==> src/rtl/a_mem_reader_pkg.sv <==
// Shared constants and reader state encoding for the A-matrix memory.
// The loader uses the same constants, so the memory layout is defined once.
package a_mem_reader_pkg;

   localparam int unsigned ELEM_W        = 7;
   localparam int unsigned WORD_W        = 2 * ELEM_W;
   localparam int unsigned ADDR_W        = 4;
   localparam int unsigned ROWS          = 8;
   localparam int unsigned COLS          = 4;
   localparam int unsigned IDX_W         = 2;
   localparam int unsigned COL_W         = ADDR_W - IDX_W;
   localparam int unsigned ROW_W         = 3;
   localparam int unsigned WORDS_PER_COL = ROWS / 2;

   typedef enum logic [2:0] {
      ST_IDLE,
      ST_RD_ADDR,
      ST_RD_WAIT,
      ST_OUT_HI,
      ST_OUT_LO,
      ST_DONE
   } rd_state_e;

endpackage

==> src/rtl/a_mem_reader_word_unpack.sv <==
// Captures one memory word and presents its high element, then its low element.
module a_word_unpack
   import a_mem_reader_pkg::*;
(
   input  logic              clk,
   input  logic              rst,
   input  logic              capture,
   input  logic              advance,
   input  logic [WORD_W-1:0] r_data,
   output logic [ELEM_W-1:0] elem_data,
   output logic              row_lsb
);

   logic [ELEM_W-1:0] lo_q;

   // High half goes straight out; low half waits for the first handshake.
   always_ff @(posedge clk or negedge rst) begin
      if (!rst) begin
         lo_q      <= '0;
         elem_data <= '0;
         row_lsb   <= 1'b0;
      end else if (capture) begin
         lo_q      <= r_data[ELEM_W-1:0];
         elem_data <= r_data[WORD_W-1:ELEM_W];
         row_lsb   <= 1'b0;
      end else if (advance) begin
         elem_data <= lo_q;
         row_lsb   <= 1'b1;
      end
   end

endmodule

==> src/rtl/a_mem_reader.sv <==
// Reads one column (4 packed words) of the A memory and streams its 8 elements
// in row order over a valid/ready handshake.
module a_mem_reader
   import a_mem_reader_pkg::*;
(
   input  logic              clk,
   input  logic              rst,
   input  logic              load_done,
   input  logic              start,
   input  logic [COL_W-1:0]  col_sel,
   output logic              r_en,
   output logic [ADDR_W-1:0] r_addr,
   input  logic [WORD_W-1:0] r_data,
   output logic [ELEM_W-1:0] elem_data,
   output logic [ROW_W-1:0]  elem_row,
   output logic              elem_valid,
   input  logic              elem_ready,
   output logic              busy,
   output logic              col_done,
   output logic              start_err
);

   rd_state_e        state_q, state_d;
   logic [COL_W-1:0] col_q, col_d;
   logic [IDX_W-1:0] idx_q, idx_d;
   logic             hs, capture, advance, row_lsb;
   logic             r_en_d, busy_d, valid_d, done_d, err_d;

   assign hs       = elem_valid && elem_ready;
   assign r_addr   = {col_q, idx_q};
   assign elem_row = {idx_q, row_lsb};

   a_word_unpack u_unpack (
      .clk       (clk),
      .rst       (rst),
      .capture   (capture),
      .advance   (advance),
      .r_data    (r_data),
      .elem_data (elem_data),
      .row_lsb   (row_lsb)
   );

   always_ff @(posedge clk or negedge rst) begin
      if (!rst) begin
         state_q    <= ST_IDLE;
         col_q      <= '0;
         idx_q      <= '0;
         r_en       <= 1'b0;
         busy       <= 1'b0;
         elem_valid <= 1'b0;
         col_done   <= 1'b0;
         start_err  <= 1'b0;
      end else begin
         state_q    <= state_d;
         col_q      <= col_d;
         idx_q      <= idx_d;
         r_en       <= r_en_d;
         busy       <= busy_d;
         elem_valid <= valid_d;
         col_done   <= done_d;
         start_err  <= err_d;
      end
   end

   // Next state; registered outputs are decoded from the next state so they
   // line up with the state they describe.
   always_comb begin
      state_d = state_q;
      col_d   = col_q;
      idx_d   = idx_q;
      capture = 1'b0;
      advance = 1'b0;
      err_d   = start && ((state_q != ST_IDLE) || !load_done);

      if ((state_q != ST_IDLE) && !load_done) begin
         state_d = ST_IDLE;
         idx_d   = '0;
      end else begin
         case (state_q)
            ST_IDLE: begin
               if (start && load_done) begin
                  col_d   = col_sel;
                  idx_d   = '0;
                  state_d = ST_RD_ADDR;
               end
            end
            ST_RD_ADDR: state_d = ST_RD_WAIT;
            ST_RD_WAIT: begin
               capture = 1'b1;
               state_d = ST_OUT_HI;
            end
            ST_OUT_HI: begin
               if (hs) begin
                  advance = 1'b1;
                  state_d = ST_OUT_LO;
               end
            end
            ST_OUT_LO: begin
               if (hs) begin
                  if (idx_q == IDX_W'(WORDS_PER_COL - 1)) begin
                     state_d = ST_DONE;
                  end else begin
                     idx_d   = idx_q + IDX_W'(1);
                     state_d = ST_RD_ADDR;
                  end
               end
            end
            ST_DONE: begin
               idx_d   = '0;
               state_d = ST_IDLE;
            end
            default: state_d = ST_IDLE;
         endcase
      end

      r_en_d  = (state_d == ST_RD_ADDR);
      busy_d  = (state_d != ST_IDLE);
      valid_d = (state_d == ST_OUT_HI) || (state_d == ST_OUT_LO);
      done_d  = (state_d == ST_DONE);
   end

endmodule

==> config.mk <==
export PLATFORM = sky130hd
export DESIGN_NAME = a_mem_reader
export DESIGN_NICKNAME = d
export VERILOG_FILES = /design/src/rtl/a_mem_reader_pkg.sv /design/src/rtl/a_mem_reader_word_unpack.sv /design/src/rtl/a_mem_reader.sv
export SDC_FILE = /design/constraint.sdc
export NUM_CORES = 1
export LEC_CHECK = 0
export ABC_AREA = 1
export BUFFER_PORTS_ARGS = -buffer_cell sky130_fd_sc_hd__buf_4
export CORE_ASPECT_RATIO = 0.9
export CORE_MARGIN = 1.5
export CORE_UTILIZATION = 25
export DETAILED_ROUTE_END_ITERATION = 8
export GPL_ROUTABILITY_DRIVEN = 0
export PLACE_DENSITY = 0.55
export REMOVE_ABC_BUFFERS = 1
export SYNTH_ARGS = -nofsm -noshare
export SYNTH_HDL_FRONTEND = slang
export SYNTH_HIERARCHICAL = 1
export SYNTH_SLANG_ARGS = --single-unit
==> constraint.sdc <==
create_clock -name clk -period 1.4 [get_ports clk]
set_clock_uncertainty 0.15 [all_clocks]
set_input_delay 0.14 -clock clk [delete_from_list [all_inputs] [get_ports clk]]
set_output_delay 0.14 -clock clk [all_outputs]
set_load 0.1 [all_outputs]
==> metrics, run 1 <==
status finished with violations; failing checks negative setup slack; GR Util met2 18.6%; Max clock buf depth 2; Lkg Pwr 1.06 nW; clk slew on worst S/H paths 0.09 ns; commonest non-fill, non-tap cells in the layout nand2_1 (53), buf_4 (52), dfrtp_1 (26); post-route ant nets 0; Finished Core Util 41.6%; post-synthesis adder-cell area fraction 0.988%; critical path type reg2reg; Max-Cap Viols 0; endpoints failing setup 14; wire per inst 10.9 um; H-tree levels 1; fin crit share 107%; port buffer count 39; GR peak layer met2; nets 245; worst skew pair latency 0.27 ns; fill cell count 531; DRC viols 0; PwrDens 2110 nW/um^2; Top Ports 40; M1 GR Usage 15.6%; post-synthesis cell type count 20; synthesized instance count 149; YS warnings 6; Synth Area in XOR/XNOR 0%; critical path arrival 1.50 ns; Final Non-Filler Cells 287; fraction of layout cells with a size suffix above 1 38.3%; first-pass GRT wire length 5.06 mm; register area share after synthesis 53.4%; Clock Sinks 27; cts bufs inserted 3; DIE WIDTH 78.0 um; clock share of power 10.4%; row cnt 24; Antenna Cells 0; combinational share of power 60.3%; max_slew headroom 77.0%; sw power 2.32 mW; number of global-route vias before repair 1121; element type at the critical path end flip-flop; DR vias/cell 4.18; First-pass DRT Iterations 4; VDD IR-drop max 817 uV; full die area 5500 um^2; Reg power frac 29.3%; Finished Cell Area 2020 um^2; GRT Total Usage 11.6%; setup ws final -0.0937 ns; final number of hold-violating endpoints 0; Yosys reg bits 27; simple-gate share of the synthesized area 35.1%; met3 global-route usage 2.48%; fmax 669 MHz; Avg Cell Area, Syn 8.50 um^2; worst hold path class in2reg; area taken by flip-flops and latches 677 um^2; TritonCTS clock tree yes; unrepaired setup endpoints after global routing true; core area 4860 um^2; Critical Path RT 1.41 ns; synthesized area 1270 um^2; Sw Ratio 54.4%; max-slew violation count 0; CP max FO 7; Vias 1199; total grt overflow 0; pre-CTS WS -0.129 ns; antenna violations before repair 0; Clock Tree Root clkbuf_8; Worst setup SP type flip-flop; final worst path period need 1.49 ns; synth-to-layout area growth 59.8%; Initial Utilization 26.0%; largest net degree at the start of global routing 28; Die Ht 70.5 um; compound-gate portion of the synthesized area 1.98%; area of the multi-input gates 532 um^2; Cell Int Power 1.95 mW; Post-DP HPWL 2.19 mm; Post-DP Area 1710 um^2; Worst Tran Pin Value 0.345 ns; commonest non-fill, non-tap cell in the layout nand2_1; DRT iter0 DRCs 35; post-synthesis mux area share 0%; main combinational cell family by area after synthesis simple AND/OR/NAND/NOR gates; placed cells 262; Detailed Route WL 3.12 mm
==> power by group through the flow <==
| stage | registers (mW) | logic, mW | clock network [mW] |
|---|---|---|---|
| 6_report | 1.25 | 2.58 | 0.443 |
| 5_1_grt | 1.29 | 2.75 | 0.488 |
| 4_1_cts | 1.25 | 2.49 | 0.456 |
| 3_5_place_dp | 1.26 | 2.41 | 0 |
| 3_3_place_gp | 1.25 | 2.39 | 0 |
| 2_1_floorplan | 2.52 | 0.512 | 0 |
==> layout make-up <==
| type | instances | share of cell area, % |
|---|---|---|
| tap | 65 | 4.02 |
| inverter | 13 | 2.78 |
| sequential | 27 | 33.5 |
| clock buffer | 4 | 2.23 |
| timing repair buffer | 76 | 31.2 |
| multi-input combinational | 102 | 26.3 |
==> layer usage <==
metal | share of wire, % | vias to the layer above
met3 | 4.3 | 2
met4 | 1.1 | 0
li1 | - | 614
met1 | 49 | 560
met5 | 0 | -
met2 | 46 | 23
==> kinds of logic after synthesis <==
logic type / Yosys count
fa+ha+maj: 1
simple gates: 96
compound gates: 5
flops: 27
buf+inv: 20
==> cells in the mapped netlist, drive strengths merged <==
cell     n  area (um^2)
nand2   58          225
nor2    12         65.1
nor4     1         6.26
inv     13         51.3
dfrtp   27          676
ha       1         12.5
a21oi    1         5.00
o21ai    4         20.0
nand3b   1         7.51
nand3   24          140
buf      7         57.6
==> critical path, stage by stage (launching register included) <==
cell     delay (ns)
dfrtp_1        0.42
nand2_1        0.08
nor2_1         0.12
nand2_1        0.11
a21oi_2        0.16
buf_6          0.15
nor2_4         0.06
nand2_1        0.07
nand3_1        0.06
==> state kept, by name, summed over array words and instances, names as in the netlist <==
| signal | count |
|---|---|
| state_q | 3 |
| u_unpack/lo_q | 7 |
| elem_valid | 1 |
| busy | 1 |
| r_en | 1 |
| col_done | 1 |
| start_err | 1 |
| idx_q | 2 |
| u_unpack/elem_data | 7 |
| col_q | 2 |
| u_unpack/row_lsb | 1 |
==> worst paths after layout <==
| path | slack (ns) | end | start | cells after the start |
|---|---|---|---|---|
| min in group asynchronous | 0.17 | busy$_DFF_PN0_ | rst | 2 |
| min reg2reg | 0.33 | u_unpack/lo_q[5]$_DFFE_PN0P_ | u_unpack/lo_q[5]$_DFFE_PN0P_ | 2 |
| max in group asynchronous | 0.65 | state_q[0]$_DFF_PN0_ | rst | 2 |
| max reg2reg | -0.09 | u_unpack/elem_data[6]$_DFFE_PN0P_ | state_q[1]$_DFF_PN0_ | 8 |
| max | -0.09 | u_unpack/elem_data[6]$_DFFE_PN0P_ | state_q[1]$_DFF_PN0_ | 8 |
| min | 0.03 | idx_q[0]$_DFFE_PN0P_ | load_done | 3 |
==> stage by stage <==
step	hold WS (ns)	power (mW)	TNS, ns
floorplan	-0.306	3.03	-29.58
global placement	-0.0750	3.65	-1.11
detailed placement	-0.0736	3.68	-1.54
CTS	0.0282	4.20	-1.85
global route	0.0423	4.52	-3.42
finish	0.0315	4.27	-0.721
==> repair_timing <==
action | in CTS | in global routing
endpoints found under the hold margin | 44 | 0
hold buffers | 18 | 0
resized for setup | 3 | 17
pin swaps | 1 | 6
gates cloned | 0 | 1
endpoints found under the setup margin | 19 | 22
setup buffers | 1 | 2
No activity file was read; power rests on OpenSTA's default activity.
==> run 2: changes to the inputs <==
--- a/config.mk
+++ b/config.mk
@@ -9,10 +9,10 @@
 export BUFFER_PORTS_ARGS = -buffer_cell sky130_fd_sc_hd__buf_4
 export CORE_ASPECT_RATIO = 0.9
 export CORE_MARGIN = 1.5
-export CORE_UTILIZATION = 25
+export CORE_UTILIZATION = 45
 export DETAILED_ROUTE_END_ITERATION = 8
 export GPL_ROUTABILITY_DRIVEN = 0
-export PLACE_DENSITY = 0.55
+export PLACE_DENSITY = 0.83
 export REMOVE_ABC_BUFFERS = 1
 export SYNTH_ARGS = -nofsm -noshare
 export SYNTH_HDL_FRONTEND = slang
==> metrics, run 2 (same netlist as run 1, synthesis figures left out) <==
synth-to-layout area growth 57.2%; sw power 2.38 mW; Largest delay share family, worst path simple AND/OR/NAND/NOR gates; VDD IR-drop max 1280 uV; clk slew on worst S/H paths 0.14 ns; nets 241; total design power 4.22 mW; commonest non-fill, non-tap cell in the layout nand2_1; total grt overflow 0; GRT Total Usage 21.4%; Post-DP HPWL 2.16 mm; PwrDens 2120 nW/um^2; fill cell count 172; Bufs and invs on worst path 1; TritonCTS clock tree yes; core area 2700 um^2; clock share of power 7.9%; DR vias/cell 5.17; Clock Sinks 27; Worst Min Path Start load_done; antenna violations before repair 0; fin crit share 112%; largest net degree at the start of global routing 28; Worst setup SP type flip-flop; element type at the critical path end flip-flop; Finished Core Util 73.7%; final number of hold-violating endpoints 0; commonest non-fill, non-tap cells in the layout nand2_1 (52), buf_4 (43), dfrtp_1 (26); Detailed Route WL 3.56 mm; DRT iter0 DRCs 51; number of global-route vias before repair 1109; worst hold path class in2reg; worst r2r path cells 7; Crit path top cell by count nand3_1; H-tree levels 1; DRC viols 0; endpoints failing setup 20; largest stage delay on the critical path 0.45 ns; fmax 640 MHz; DIE WIDTH 58.9 um; Max-Cap Viols 0; CP max-delay cell dfrtp_1; setup ws final -0.164 ns; Lkg Pwr 1.04 nW; flop-to-flop setup slack -0.16 ns; row cnt 18; wire per inst 14.4 um; Max clock buf depth 2; max_slew headroom 77.9%; Top Ports 40; top flop regs u_unpack/elem_data x7, u_unpack/lo_q x7, state_q x3; Clock Tree Root clkbuf_4; combinational share of power 61.9%; Initial Utilization 46.9%; cts bufs inserted 3; full die area 3140 um^2; critical path type reg2reg; Antenna Cells 0; critical path arrival 1.68 ns; fraction of layout cells with a size suffix above 1 37.6%; CP max FO 4; Reg power frac 30.2%; failing checks negative setup slack; Vias 1283; Fin Hold WS 0.0766 ns; worst skew pair latency 0.32 ns; port buffer count 39; post-route ant nets 0; area of the multi-input gates 552 um^2; Critical Path RT 1.52 ns; max-slew violation count 0; status finished with violations; CP Depth 7; pre-CTS WS -0.114 ns; unrepaired setup endpoints after global routing true; Critical Path Source state_q[1]$_DFF_PN0_; first-pass GRT wire length 4.95 mm; Sw Ratio 56.5%; Cell Int Power 1.84 mW; Critical R2R Launch state_q[1]$_DFF_PN0_; final worst path period need 1.56 ns; area taken by flip-flops and latches 677 um^2; First-pass DRT Iterations 4; hold path cells 4; CP cell instances nand2_1, nor2_2, nand2_2, a21oi_4, buf_2, nand3_1, nand3_1; Die Ht 53.3 um; Worst Tran Pin Value 0.332 ns
## run 2: cell count changes in the layout (fill, tap and decap cells not counted), sizes merged
cell	before	now
clkbuf	4	3
dlygate4sd3	18	19
buf	58	53
clkinv	0	1
## run 2: worst register-to-register path: cells and delay by family (launching register included)
kind | cells | cell delay (ns)
AO/OA/AOI/OAI | 1 | 0.14
AND/OR/NAND/NOR | 5 | 0.59
flip-flops | 1 | 0.45
buffers and inverters | 1 | 0.19
## run 2: path summary, 6_finish.rpt
path / to
setup / recovery: u_unpack/elem_data[6]$_DFFE_PN0P_
hold / removal: idx_q[0]$_DFFE_PN0P_
setup reg to reg: u_unpack/elem_data[6]$_DFFE_PN0P_
hold reg to reg: col_q[0]$_DFFE_PN0P_
max in group asynchronous: state_q[0]$_DFF_PN0_
min in group asynchronous: col_q[0]$_DFFE_PN0P_
## run 2: metrics by stage
step / setup TNS, ns / instances / area [um^2]
finish: -1.54 / 248 / 1990
global route: -2.91 / 248 / 1990
CTS: -0.539 / 247 / 1880
detailed placement: -0.735 / 223 / 1640
global placement: -0.0643 / 223 / 1640
floorplan: -29.58 / 142 / 1210
## run 2: timing repair
action                                  CTS  global route
hold buffers                             19             0
pin swaps                                 3             4
endpoints found under the setup margin   18            27
buffers inserted                          0             2
gates resized for setup                  10            23
endpoints found under the hold margin    46             0
gates cloned                              1             0
## run 2: area by class of cell
| cell class | count | share of cell area [%] |
|---|---|---|
| sequential | 27 | 34.0 |
| timing repair buffer | 72 | 32.4 |
| multi-input combinational | 102 | 27.7 |
| inverter | 13 | 2.58 |
| tap | 30 | 1.89 |
| clock buffer | 3 | 1.13 |
| clock inverter | 1 | 0.251 |
## run 2: power by group through the flow
| stage | logic [mW] | registers [mW] | clock network, mW |
|---|---|---|---|
| floorplan | 0.512 | 2.52 | 0 |
| global placement | 2.31 | 1.26 | 0 |
| detailed placement | 2.36 | 1.28 | 0 |
| CTS | 2.43 | 1.26 | 0.340 |
| global route | 2.72 | 1.30 | 0.373 |
| finish | 2.61 | 1.27 | 0.335 |
## run 2: per-layer routing
metal,GRT usage [%],share of wire [%]
met3,4.40,5.9
met5,0,0
met1,28.4,43
met4,11.0,2.6
met2,33.0,48
==> run 3: changes to the inputs <==
--- a/config.mk
+++ b/config.mk
@@ -9,10 +9,10 @@
 export BUFFER_PORTS_ARGS = -buffer_cell sky130_fd_sc_hd__buf_4
 export CORE_ASPECT_RATIO = 0.9
 export CORE_MARGIN = 1.5
-export CORE_UTILIZATION = 45
+export CORE_UTILIZATION = 30
 export DETAILED_ROUTE_END_ITERATION = 8
 export GPL_ROUTABILITY_DRIVEN = 0
-export PLACE_DENSITY = 0.83
+export PLACE_DENSITY = 0.6
 export REMOVE_ABC_BUFFERS = 1
 export SYNTH_ARGS = -nofsm -noshare
 export SYNTH_HDL_FRONTEND = slang
==> constraint.sdc (replaced) <==
create_clock -name clk -period 1.6 [get_ports clk]
set_clock_uncertainty 0.15 [all_clocks]
set_input_delay 0.16 -clock clk [delete_from_list [all_inputs] [get_ports clk]]
set_output_delay 0.16 -clock clk [all_outputs]
set_load 0.1 [all_outputs]
==> metrics, run 3 (same netlist as run 1, synthesis figures left out) <==
flop-to-flop setup slack 0.13 ns; DRT iter0 DRCs 37; Clock Sinks 27; DIE WIDTH 71.5 um; first-pass GRT wire length 4.75 mm; Detailed Route WL 2.75 mm; worst hold path class in2reg; synth-to-layout area growth 46.6%; antenna violations before repair 0; Worst Tran Pin Value 0.331 ns; total grt overflow 0; Post-DP Area 1590 um^2; element type at the critical path end flip-flop; RR Endpoint u_unpack/elem_data[0]$_DFFE_PN0P_; Critical Path RT 1.60 ns; endpoints failing setup 0; fin crit share 92.1%; Max-Cap Viols 0; CP max FO 7; top flop regs u_unpack/elem_data x7, u_unpack/lo_q x7, state_q x3; Critical R2R Launch state_q[0]$_DFF_PN0_; DR vias/cell 4.43; Antenna Cells 0; Max clock buf depth 2; wire per inst 10.7 um; Worst setup SP type flip-flop; commonest non-fill, non-tap cells in the layout nand2_1 (55), buf_4 (44), dfrtp_1 (26); port buffer count 39; H-tree levels 1; clk slew on worst S/H paths 0.09 ns; Die Ht 64.6 um; First-pass DRT Iterations 7; fill cell count 432; Post-DP HPWL 1.91 mm; final worst path period need 1.47 ns; failing checks design-rule violations; max_slew headroom 77.9%; cts bufs inserted 3; fraction of layout cells with a size suffix above 1 32.4%; total design power 3.55 mW; core area 4070 um^2; VDD IR-drop max 862 uV; setup_tns 0 ns; Clock Tree Root clkbuf_8; max-slew violation count 0; TritonCTS clock tree yes; row cnt 22; Finished Core Util 45.6%; status finished with violations; Vias 1142; critical path arrival 1.48 ns; commonest non-fill, non-tap cell in the layout nand2_1; hold endpoint state_q[1]$_DFF_PN0_; Initial Utilization 31.1%; largest net degree at the start of global routing 28; Lkg Pwr 0.977 nW; Finished Cell Area 1860 um^2; nets 233; worst skew pair latency 0.27 ns; full die area 4620 um^2; post-route ant nets 0; worst r2r path cells 8; number of global-route vias before repair 1100; Top Ports 40; Worst Min Path Start load_done; fmax 678 MHz; critical path type reg2reg; PwrDens 1910 nW/um^2; unrepaired setup endpoints after global routing false; DRC viols 2; final number of hold-violating endpoints 0; GRT Total Usage 13.0%; hold path cells 3
## run 3: cell count changes in the layout (fill, tap and decap cells not counted), sizes merged
cell         previous run  this run
dlygate4sd3            19        18
clkinv                  1         0
buf                    53        46
clkbuf                  3         4
## run 3: repair_timing
| item | 4_1_cts | 5_1_grt |
|---|---|---|
| hold buffers | 18 | 0 |
| buffers inserted | 0 | 3 |
| gates resized for setup | 0 | 6 |
| endpoints found under the hold margin | 44 | 0 |
| endpoints found under the setup margin | 0 | 10 |
## run 3: power by group
group,internal [mW],leakage [nW],switching [mW]
Clock,0.178,0.0228,0.201
Combinational,0.478,0.609,1.59
Sequential,0.941,0.345,0.162
Total,1.60,0.977,1.95
## run 3: through the flow
step           std cells  hold WS, ns  setup WS, ns
3_5_place_dp         232      -0.0543        0.0425
2_1_floorplan        142       -0.286         -1.18
5_1_grt              258       0.0500      0.000604
4_1_cts              254       0.0389        0.0189
6_report             258       0.0449         0.126
3_3_place_gp         232      -0.0529        0.0724
## run 3: worst max path at each step
| stage | from | end | slack [ns] | depth (start not counted) |
|---|---|---|---|---|
| global placement | state_q[0]$_DFF_PN0_ | u_unpack/elem_data[0]$_DFFE_PN0P_ | 0.07 | 8 |
| detailed placement | state_q[0]$_DFF_PN0_ | u_unpack/elem_data[0]$_DFFE_PN0P_ | 0.04 | 8 |
| floorplan | state_q[0]$_DFF_PN0_ | u_unpack/elem_data[3]$_DFFE_PN0P_ | -1.18 | 4 |
| finish | state_q[0]$_DFF_PN0_ | u_unpack/elem_data[0]$_DFFE_PN0P_ | 0.13 | 8 |
| CTS | state_q[0]$_DFF_PN0_ | u_unpack/elem_data[1]$_DFFE_PN0P_ | 0.02 | 8 |
| global route | state_q[1]$_DFF_PN0_ | u_unpack/elem_data[5]$_DFFE_PN0P_ | 0.0006 | 6 |
## run 3: layout make-up
cell class / instances / area, um^2 / share of cell area [%]
inverters: 13 / 51.3 / 2.76
repair buffers: 64 / 527 / 28.4
flip-flops and latches: 27 / 677 / 36.5
multi-input cells: 102 / 497 / 26.8
well taps: 48 / 60.1 / 3.23
clock buffers: 4 / 45.0 / 2.43
## run 3: worst max-delay path: stages, from the launching register on
cell,delay [ns]
dfrtp_2,0.44
nand2_1,0.08
nor2_2,0.11
nand2_1,0.10
a21oi_2,0.16
buf_6,0.15
nor2_4,0.05
nand2_1,0.06
nand3_1,0.06
## run 3: per-layer routing
metal / GRT usage, % / share of wire [%] / up-vias
met5: 0 / 0 / -
met4: 4.95 / 1.2 / 0
met3: 2.02 / 4.4 / 4
met2: 21.1 / 47 / 31
met1: 17.4 / 47 / 520
li1: - / - / 587
